## src/rtl/imm_gen_pipe_pkg.sv

```systemverilog
// Shared types for the RV32I immediate generator pipeline.
// IMM_GEN_PC_TARGET_EN adds a branch/jump target field to each stage entry.
package imm_pkg;

  localparam int XLEN = 32;

  typedef enum logic [2:0] {
    IMM_I = 3'b000,
    IMM_U = 3'b001,
    IMM_S = 3'b010,
    IMM_B = 3'b011,
    IMM_J = 3'b100
  } imm_fmt_e;

  // The entry's pc is folded into its target as it enters stage 0.
  typedef struct packed {
    logic            valid;
    logic [XLEN-1:0] imm;
    logic            fmt_err;
`ifdef IMM_GEN_PC_TARGET_EN
    logic [XLEN-1:0] tgt;
`endif
  } imm_stage_t;

endpackage

```

## src/rtl/imm_gen_pipe_decode.sv

```systemverilog
// Combinational RV32I immediate decoder: I/U/S/B/J formats, architecturally shifted.
// Reserved format selects yield a zero immediate with fmt_err_o set.
module imm_decode
  import imm_pkg::*;
(
  input  logic [XLEN-1:0] instr_i,
  input  logic [2:0]      immsrc_i,
  output logic [XLEN-1:0] imm_o,
  output logic            fmt_err_o
);

  always_comb begin
    imm_o     = '0;
    fmt_err_o = 1'b0;
    case (immsrc_i)
      IMM_I:   imm_o = {{20{instr_i[31]}}, instr_i[31:20]};
      IMM_U:   imm_o = {instr_i[31:12], 12'b0};
      IMM_S:   imm_o = {{20{instr_i[31]}}, instr_i[31:25], instr_i[11:7]};
      IMM_B:   imm_o = {{20{instr_i[31]}}, instr_i[7], instr_i[30:25], instr_i[11:8], 1'b0};
      IMM_J:   imm_o = {{12{instr_i[31]}}, instr_i[19:12], instr_i[20], instr_i[30:21], 1'b0};
      default: fmt_err_o = 1'b1;
    endcase
  end

endmodule

```

## src/rtl/imm_gen_pipe.sv

```systemverilog
// Elastic STAGES-deep immediate generator with valid/ready handshakes and flush.
// Define IMM_GEN_PC_TARGET_EN to add the pc input and registered target output.
module imm_gen_pipe
  import imm_pkg::*;
#(
  parameter int DATA_WIDTH   = 32,
  parameter int IMMSRC_WIDTH = 3,
  parameter int STAGES       = 2
) (
  input  logic                    clk,
  input  logic                    rst_n,
  input  logic                    in_valid,
  output logic                    in_ready,
  input  logic [DATA_WIDTH-1:0]   instr,
  input  logic [IMMSRC_WIDTH-1:0] immsrc,
  input  logic                    flush,
  output logic                    out_valid,
  input  logic                    out_ready,
  output logic [DATA_WIDTH-1:0]   immop,
`ifdef IMM_GEN_PC_TARGET_EN
  input  logic [DATA_WIDTH-1:0]   pc,
  output logic [DATA_WIDTH-1:0]   target,
`endif
  output logic                    fmt_err
);

  if (DATA_WIDTH != XLEN) begin : g_bad_width
    $error("imm_gen_pipe: DATA_WIDTH must be 32");
  end
  if (IMMSRC_WIDTH != 3) begin : g_bad_src
    $error("imm_gen_pipe: IMMSRC_WIDTH must be 3");
  end
  if (STAGES < 1 || STAGES > 4) begin : g_bad_stages
    $error("imm_gen_pipe: STAGES must be in 1..4");
  end

  imm_stage_t            stage_q [STAGES];
  imm_stage_t            stage_d [STAGES];
  logic [STAGES-1:0]     adv;
  logic [DATA_WIDTH-1:0] dec_imm;
  logic                  dec_err;
  logic                  accept;

  imm_decode u_dec (
    .instr_i   (instr),
    .immsrc_i  (immsrc),
    .imm_o     (dec_imm),
    .fmt_err_o (dec_err)
  );

  // A valid stage advances when the output drains or any later stage has a hole.
  always_comb begin
    adv = '0;
    for (int k = 0; k < STAGES; k++) begin
      adv[k] = stage_q[k].valid && out_ready;
      for (int j = k + 1; j < STAGES; j++)
        if (!stage_q[j].valid) adv[k] = stage_q[k].valid;
    end
  end

  assign in_ready = !stage_q[0].valid || adv[0];
  assign accept   = in_valid && in_ready && !flush;

  always_comb begin
    stage_d = stage_q;
    if (in_ready) begin
      stage_d[0].valid = accept;
      if (accept) begin
        stage_d[0].imm     = dec_imm;
        stage_d[0].fmt_err = dec_err;
`ifdef IMM_GEN_PC_TARGET_EN
        stage_d[0].tgt     = pc + dec_imm;
        if (immsrc == IMM_I) stage_d[0].tgt[0] = 1'b0;
`endif
      end
    end
    for (int k = 1; k < STAGES; k++) begin
      if (!stage_q[k].valid || adv[k]) begin
        if (stage_q[k-1].valid) stage_d[k] = stage_q[k-1];
        else                    stage_d[k].valid = 1'b0;
      end
    end
    if (flush)
      for (int k = 0; k < STAGES; k++) stage_d[k].valid = 1'b0;
  end

  // Stage registers
  always_ff @(posedge clk or negedge rst_n) begin
    if (!rst_n) begin
      for (int k = 0; k < STAGES; k++) stage_q[k] <= '0;
    end else begin
      for (int k = 0; k < STAGES; k++) stage_q[k] <= stage_d[k];
    end
  end

  assign out_valid = stage_q[STAGES-1].valid;
  assign immop     = stage_q[STAGES-1].imm;
  assign fmt_err   = stage_q[STAGES-1].fmt_err;
`ifdef IMM_GEN_PC_TARGET_EN
  assign target    = stage_q[STAGES-1].tgt;
`endif

endmodule

```

## config.mk

```make
export PLATFORM = sky130hd
export DESIGN_NAME = imm_gen_pipe
export DESIGN_NICKNAME = d
export VERILOG_FILES = /design/src/rtl/imm_gen_pipe_pkg.sv /design/src/rtl/imm_gen_pipe_decode.sv /design/src/rtl/imm_gen_pipe.sv
export SDC_FILE = /design/constraint.sdc
export NUM_CORES = 1
export LEC_CHECK = 0
export BUFFER_PORTS_ARGS = -buffer_cell sky130_fd_sc_hd__buf_2
export CORE_MARGIN = 5
export CORE_UTILIZATION = 35
export DETAILED_ROUTE_END_ITERATION = 6
export SKIP_CTS_REPAIR_TIMING = 1
export SLEW_MARGIN = 20
export SYNTH_ARGS = -nofsm -noshare
export SYNTH_HDL_FRONTEND = slang
export SYNTH_SLANG_ARGS = --single-unit
export TNS_END_PERCENT = 1
```

## constraint.sdc

```tcl
create_clock -name clk -period 2.1 [get_ports clk]
set_clock_uncertainty 0.05 [all_clocks]
set_input_delay 0.21 -clock clk [delete_from_list [all_inputs] [get_ports clk]]
set_output_delay 0.21 -clock clk [all_outputs]
set_load 0.05 [all_outputs]
```

==> results of run 1 <==
==> flip-flops by register name, indices dropped and copies added, names as in the netlist <==
signal / count
fmt_err: 1
stage_q: 34
out_valid: 1
immop: 32
==> worst paths after layout <==
kind                                      endpoint                    start  slack [ps]
max                          immop[30]$_DFFE_PN0N_    out_valid$_DFFE_PN0P_         430
max in group asynchronous    immop[19]$_DFFE_PN0N_                    rst_n        1320
max reg2reg                  immop[30]$_DFFE_PN0N_    out_valid$_DFFE_PN0P_         430
min                        stage_q[67]$_DFFE_PN0P_                    flush          30
min reg2reg                stage_q[35]$_DFFE_PN0P_  stage_q[35]$_DFFE_PN0P_         440
min in group asynchronous  stage_q[51]$_DFFE_PN0P_                    rst_n         350
==> cell type report <==
cell class	instances	share of cell area [%]
clock buffers	10	3.57
well taps	129	4.18
flip-flops and latches	68	44.1
inverters	9	0.875
repair buffers	73	10.9
clock inverters	6	3.47
multi-input cells	132	32.9
==> through the flow <==
stage               setup WS (ps)  instance area (um^2)  utilization, %  total power, mW
floorplan                     241                  3340               -             2.87
global placement              467                  3580            38.5             2.95
detailed placement            414                  3580            38.5             2.98
CTS                           399                  3850            41.5             4.43
global route                  329                  3860            41.6             4.57
finish                        430                  3860            41.6             4.37
==> per-layer routing <==
layer | up-vias | global-route usage [%]
met4 | 0 | 5.95
li1 | 954 | -
met1 | 985 | 15.7
met3 | 8 | 3.42
met5 | - | 0
met2 | 32 | 17.4
==> worst max-delay path, delay by kind of cell, from the launching register on <==
family / cells / cell delay [ps]
and+or+nand+nor: 2 / 550
DFF: 1 / 370
muxes: 1 / 360
buffers and inverters: 1 / 230
==> synthesized netlist by cell type <==
library cell / count / share of area (%)
inv_1: 9 / 1.0
nand3b_1: 1 / 0.23
nor3b_1: 1 / 0.23
mux2_1: 1 / 0.34
or3b_2: 1 / 0.26
nand4bb_1: 2 / 0.68
mux2i_1: 9 / 2.7
a22o_1: 15 / 3.9
buf_2: 7 / 1.1
mux2_2: 57 / 19
dfrtp_1: 68 / 51
nand2_1: 7 / 0.79
nor3_1: 1 / 0.15
nand4_1: 8 / 1.5
nand2b_1: 1 / 0.19
nor3b_4: 1 / 0.56
clkbuf_1: 6 / 0.68
nand3_1: 1 / 0.15
nand4b_1: 1 / 0.26
and3b_1: 1 / 0.26
mux2i_2: 1 / 0.41
nor2b_1: 2 / 0.38
nor2_1: 5 / 0.56
o21ai_0: 1 / 0.15
buf_6: 1 / 0.34
buf_4: 35 / 7.9
or4bb_1: 15 / 5.1
==> cell families (layout without fill, tap and decap cells) <==
group	count (synthesis)	count (layout)	synth area share, %
compound gates	16	16	4.09
buf+inv	58	98	11.0
flops	68	68	51.0
mux	68	68	22.7
simple gates	48	48	11.3
==> power groups by stage <==
stage          registers, mW  logic [mW]  clock network, mW
6_report                1.69        1.24               1.44
3_5_place_dp            1.72        1.26                  0
5_1_grt                 1.73        1.32               1.53
3_3_place_gp            1.71        1.24                  0
2_1_floorplan           1.71        1.16                  0
4_1_cts                 1.69        1.26               1.48
==> cells in the final DEF, fill, tap and decap left out, drive strengths merged <==
master and n:
nand4b 1, or4bb 15, o21ai 1, nand2b 1, nor2b 2, clkinv 1, mux2i 10, nand2 7
nand3b 1, and3b 1, clkbuf 10, nor2 5, buf 72, nor3b 2, or3b 1, a22o 15
mux2 58, dlygate4sd3 1, inv 10, dfrtp 68, nor3 1, bufinv 4, nand4 8, nand4bb 2
nand3 1
==> summary.md, run 1 <==
| Metric | Value |
|---|---|
| Status | completed |
| Dpl hpwl | 4.48 mm |
| Clk root buf | clkbuf_8 |
| Number of remaining DRC errors | 0 |
| Layout fillers | 936 |
| Vias/cell | 4.63 |
| Clock Power Share | 33.0% |
| Min-Delay Path Depth | 2 |
| RSZ-0062 raised after global routing | false |
| Sequential-to-total area share from yosys stat | 51.0% |
| Routed wl met2 | 3.09 mm |
| Slew Viols, Final | 0 |
| Max-Cap Viols | 0 |
| Clock Tree Buf Depth | 2 |
| Via count | 1979 |
| Largest fanout on the critical path | 22 |
| Setup violators final | 0 |
| Initial antenna violation count | 0 |
| TritonCTS Buffers | 9 |
| Slew @ Worst Pin | 381 ps |
| Non-Filler Instances | 427 |
| Gp weighted congestion | 0.752 |
| Port Buffers | 67 |
| IR drop worst, VDD | 0.356 mV |
| Routed met1 length | 2.99 mm |
| Highest metal used | met4 |
| HP Class | in -> reg |
| Avg Inst Size Synth | 12.9 um^2 |
| Starting density of the core | 35.9% |
| Clk sinks | 68 |
| Internal power | 2.91 mW |
| LEAKAGE | 1.88 nW |
| Worst Path Arrival | 1840 ps |
| Share of layout cells above drive strength 1 | 50.0% |
| Pre-antenna DRT Iters | 4 |
| First-pass GRT wire length | 10.6 mm |
| Avg WL per Cell | 15.2 um |
| Fmax | 599 MHz |
| Synth warn | 0 |
| CORE AREA | 9280 um^2 |
| Starting DRT DRC Count | 61 |
| Setup TNS | 0 ps |
| CP startpoint kind | flip-flop |
| Diodes inserted | 0 |
| TritonCTS clock tree | built |
| Register clock-pin slew on the reported worst setup and hold paths | 70 ps |
| Largest net degree at the start of global routing | 69 |
| Synth cell types | 27 |
| Slowest cell on the critical path | nand2b_2 |
| NumNets Final | 333 |
| Crit-path max cell delay | 380 ps |
| Combinational share of power | 28.4% |
| Post-Syn Instances | 258 |
| DIE WIDTH | 108 um |
| Worst hold margin | 33.1 ps |
| Via count of the first global-routing pass | 2084 |
| Row cnt | 35 |
| Endpoint class of the critical path | flip-flop |
| Critical Path RT | 2270 ps |
| Kind of critical path | reg -> reg |
| Reg2reg path depth | 4 |
| GRT overflow | 0 |
| Die H | 108 um |
| Area of the multi-input gates | 1270 um^2 |
| Post-Syn Area | 3340 um^2 |
| Tot GR Track Use | 11.8% |
| Met3 WL | 324 um |
| Placed insts | 410 |
| Tmin final | 1670 ps |
| Worst-skew pair later-pin latency | 330 ps |
| Flop pwr share | 38.6% |
| Die area | 11600 um^2 |
| Wirelength, routed | 6.50 mm |
| I/O pins | 75 |
| Slew headroom | 74.6% |
| Reg area | 1700 um^2 |
| Final period utilization | 79.5% |
| Pwr Density | 1130 nW/um^2 |
| Cell chain of the critical path | nor2b_1 -> nand2b_2 -> buf_12 -> mux2_2 |
| H-tree levels | 3 |
| Syn Nets | 298 |
| Sw frac | 33.5% |
| ANT nets after route | 0 |
| Area Overhead vs Synth | 15.7% |
| Seq cells post-synth | 68 |
| Switching power total | 1.47 mW |
| Final hold vios | 0 |
Note: power is estimated with default switching activity, not from simulation.
==> inputs of run 2 (changes only) <==
==> constraint.sdc (replaced) <==
create_clock -name clk -period 1.7 [get_ports clk]
set_clock_uncertainty 0.05 [all_clocks]
set_input_delay 0.17 -clock clk [delete_from_list [all_inputs] [get_ports clk]]
set_output_delay 0.17 -clock clk [all_outputs]
set_load 0.05 [all_outputs]
==> summary.md, run 2 (synthesis gave the netlist of run 1 again) <==
| Metric | Value |
|---|---|
| Dpl hpwl | 4.60 mm (+2.7%) |
| Avg WL per Cell | 15.8 um (+3.9%) |
| Max-Cap Viols | 0 (unchanged) |
| TritonCTS Buffers | 9 (unchanged) |
| Crit-path max cell delay | 410 ps (+30 ps) |
| Register clock-pin slew on the reported worst setup and hold paths | 70 ps (about the same) |
| Via count | 2060 (+4.1%) |
| Gp weighted congestion | 0.722 (-4.0%) |
| Combinational share of power | 29.8% (+1.4 points) |
| Switching power total | 1.81 mW (+23%) |
| Design Power | 5.28 mW (+21%) |
| Area Overhead vs Synth | 19.6% |
| Final period utilization | 98.2% (+19 points) |
| CP startpoint kind | flip-flop |
| Cell chain of the critical path | and3b_2 -> nor3b_4 -> buf_6 -> clkbuf_16 -> mux2_2 |
| Worst Path Arrival | 1840 ps (about the same) |
| Most frequent cells in the layout | dfrtp_1 (67), buf_2 (67), mux2_2 (57), a22o_1 (15), or4bb_1 (15) |
| Clock Power Share | 30.5% (-2.5 points) |
| Starting density of the core | 35.9% (unchanged) |
| Worst hold margin | 29.4 ps (-3.61 ps) |
| I/O pins | 75 (unchanged) |
| Pwr Density | 1320 nW/um^2 (+17%) |
| Die area | 11600 um^2 (unchanged) |
| Vias/cell | 4.69 (+1.2%) |
| Reg area | 1700 um^2 (about the same) |
| Tmin final | 1670 ps (-1.39 ps) |
| GRT overflow | 0 (unchanged) |
| Pre-antenna DRT Iters | 4 (unchanged) |
| Fmax | 599 MHz (about the same) |
| Slew headroom | 49.3% (-25 points) |
| Non-Filler Instances | 439 (+2.8%) |
| Slowest cell on the critical path | dfrtp_2 |
| LEAKAGE | 1.94 nW (+3.3%) |
| Final instance area | 3990 um^2 (+3.3%) |
| IR drop worst, VDD | 0.428 mV (+20%) |
| First-pass GRT wire length | 10.8 mm (+2.4%) |
| Via count of the first global-routing pass | 2101 (+0.82%) |
| Setup violators final | 0 (unchanged) |
| Routed met1 length | 2.97 mm (-0.84%) |
| Max reg flops | 34 (unchanged) |
| Endpoint class of the critical path | flip-flop |
| Clock Tree Buf Depth | 2 (unchanged) |
| HP Class | in -> reg |
| Slew @ Worst Pin | 758 ps (+377 ps) |
| Highest metal used | met4 |
| Routed wl met2 | 3.55 mm (+15%) |
| Share of layout cells above drive strength 1 | 52.6% (+2.6 points) |
| Critical Path RT | 1870 ps (-400 ps) |
| Clk sinks | 68 (unchanged) |
| Area of the multi-input gates | 1280 um^2 (+0.49%) |
| DIE WIDTH | 108 um (unchanged) |
| Layout fillers | 925 (-1.2%) |
| CORE AREA | 9280 um^2 (unchanged) |
| Slew Viols, Final | 0 (unchanged) |
| Kind of critical path | reg -> reg |
| NumNets Final | 345 (+3.6%) |
| H-tree levels | 3 (unchanged) |
| Clk root buf | clkbuf_8 |
| Status | completed |
| ANT nets after route | 0 (unchanged) |
| Met3 WL | 353 um (+9.0%) |
| Number of remaining DRC errors | 0 (unchanged) |
| TritonCTS clock tree | built |
| Row cnt | 35 (unchanged) |
| Initial antenna violation count | 0 (unchanged) |
| Largest Register | stage_q |
| Setup TNS | 0 ps (unchanged) |
| Flop pwr share | 39.7% (+1.1 points) |
| Final hold vios | 0 (unchanged) |
| Starting DRT DRC Count | 79 (+30%) |
| RSZ-0062 raised after global routing | true |
| Sw frac | 34.3% (+0.73 points) |
| Placed insts | 413 (+0.73%) |
| Tot GR Track Use | 12.0% (+0.25 points) |
| Largest fanout on the critical path | 12 (-45%) |
| Port Buffers | 67 (unchanged) |
| Internal power | 3.47 mW (+19%) |
| Diodes inserted | 0 (unchanged) |
| Largest net degree at the start of global routing | 47 (-32%) |
| Wirelength, routed | 6.95 mm (+6.8%) |
| Post-DP Area | 3610 um^2 (+0.80%) |
| Worst-skew pair later-pin latency | 340 ps (about the same) |
| Die H | 108 um (unchanged) |
## run 2: cell types whose count changed in the layout (fill, tap and decap cells not counted), sizes merged
cell,delta
clkinv,+1
dlygate4sd3,+1
buf,+9
clkbuf,+2
bufinv,-1
inv,-1
clkinvlp,+1
## run 2: worst max-delay path: cells and delay by family (launching register included)
kind / cells / cell delay (ps)
AND/OR/NAND/NOR: 2 / 430
multiplexers: 1 / 340
buffers and inverters: 2 / 340
flip-flops: 1 / 410
## run 2: layout make-up
cell class,count,share of cell area [%]
clock inverters,6,2.79
inverters,9,0.847
clock buffers,10,3.45
well taps,129,4.05
repair buffers,85,14.1
flip-flops and latches,68,42.7
multi-input cells,132,32.0
## run 2: power by group through the flow
stage               Clock (mW)  Sequential [mW]  Combinational (mW)
detailed placement           0             2.13                1.55
global placement             0             2.12                1.53
finish                    1.61             2.10                1.57
global route              1.72             2.14                1.67
floorplan                    0             2.11                1.43
CTS                       1.66             2.10                1.56
## run 2: path summary, 6_finish.rpt
path | startpoint | end | slack [ps] | cells past startpoint
setup / recovery | out_valid$_DFFE_PN0P_ | stage_q[64]$_DFFE_PN0P_ | 30 | 5
hold / removal | in_valid | stage_q[67]$_DFFE_PN0P_ | 30 | 3
setup reg to reg | out_valid$_DFFE_PN0P_ | stage_q[64]$_DFFE_PN0P_ | 30 | 5
hold reg to reg | stage_q[35]$_DFFE_PN0P_ | stage_q[35]$_DFFE_PN0P_ | 440 | 1
max in group asynchronous | rst_n | stage_q[54]$_DFFE_PN0P_ | 1030 | 3
min in group asynchronous | rst_n | out_valid$_DFFE_PN0P_ | 300 | 3
## run 2: per-stage QoR
step	setup WS [ps]	util [%]
after floorplan	-57.6	-
after global placement	-247	38.8
after detailed placement	48.6	38.9
after CTS	34.0	41.5
after global routing	-18.1	43.0
final	31.1	43.0
## run 2: routing by layer
metal | GRT usage [%] | vias to the layer above
met5 | 0 | -
met4 | 4.60 | 0
met3 | 3.54 | 4
met2 | 19.5 | 38
met1 | 15.1 | 1036
li1 | - | 982
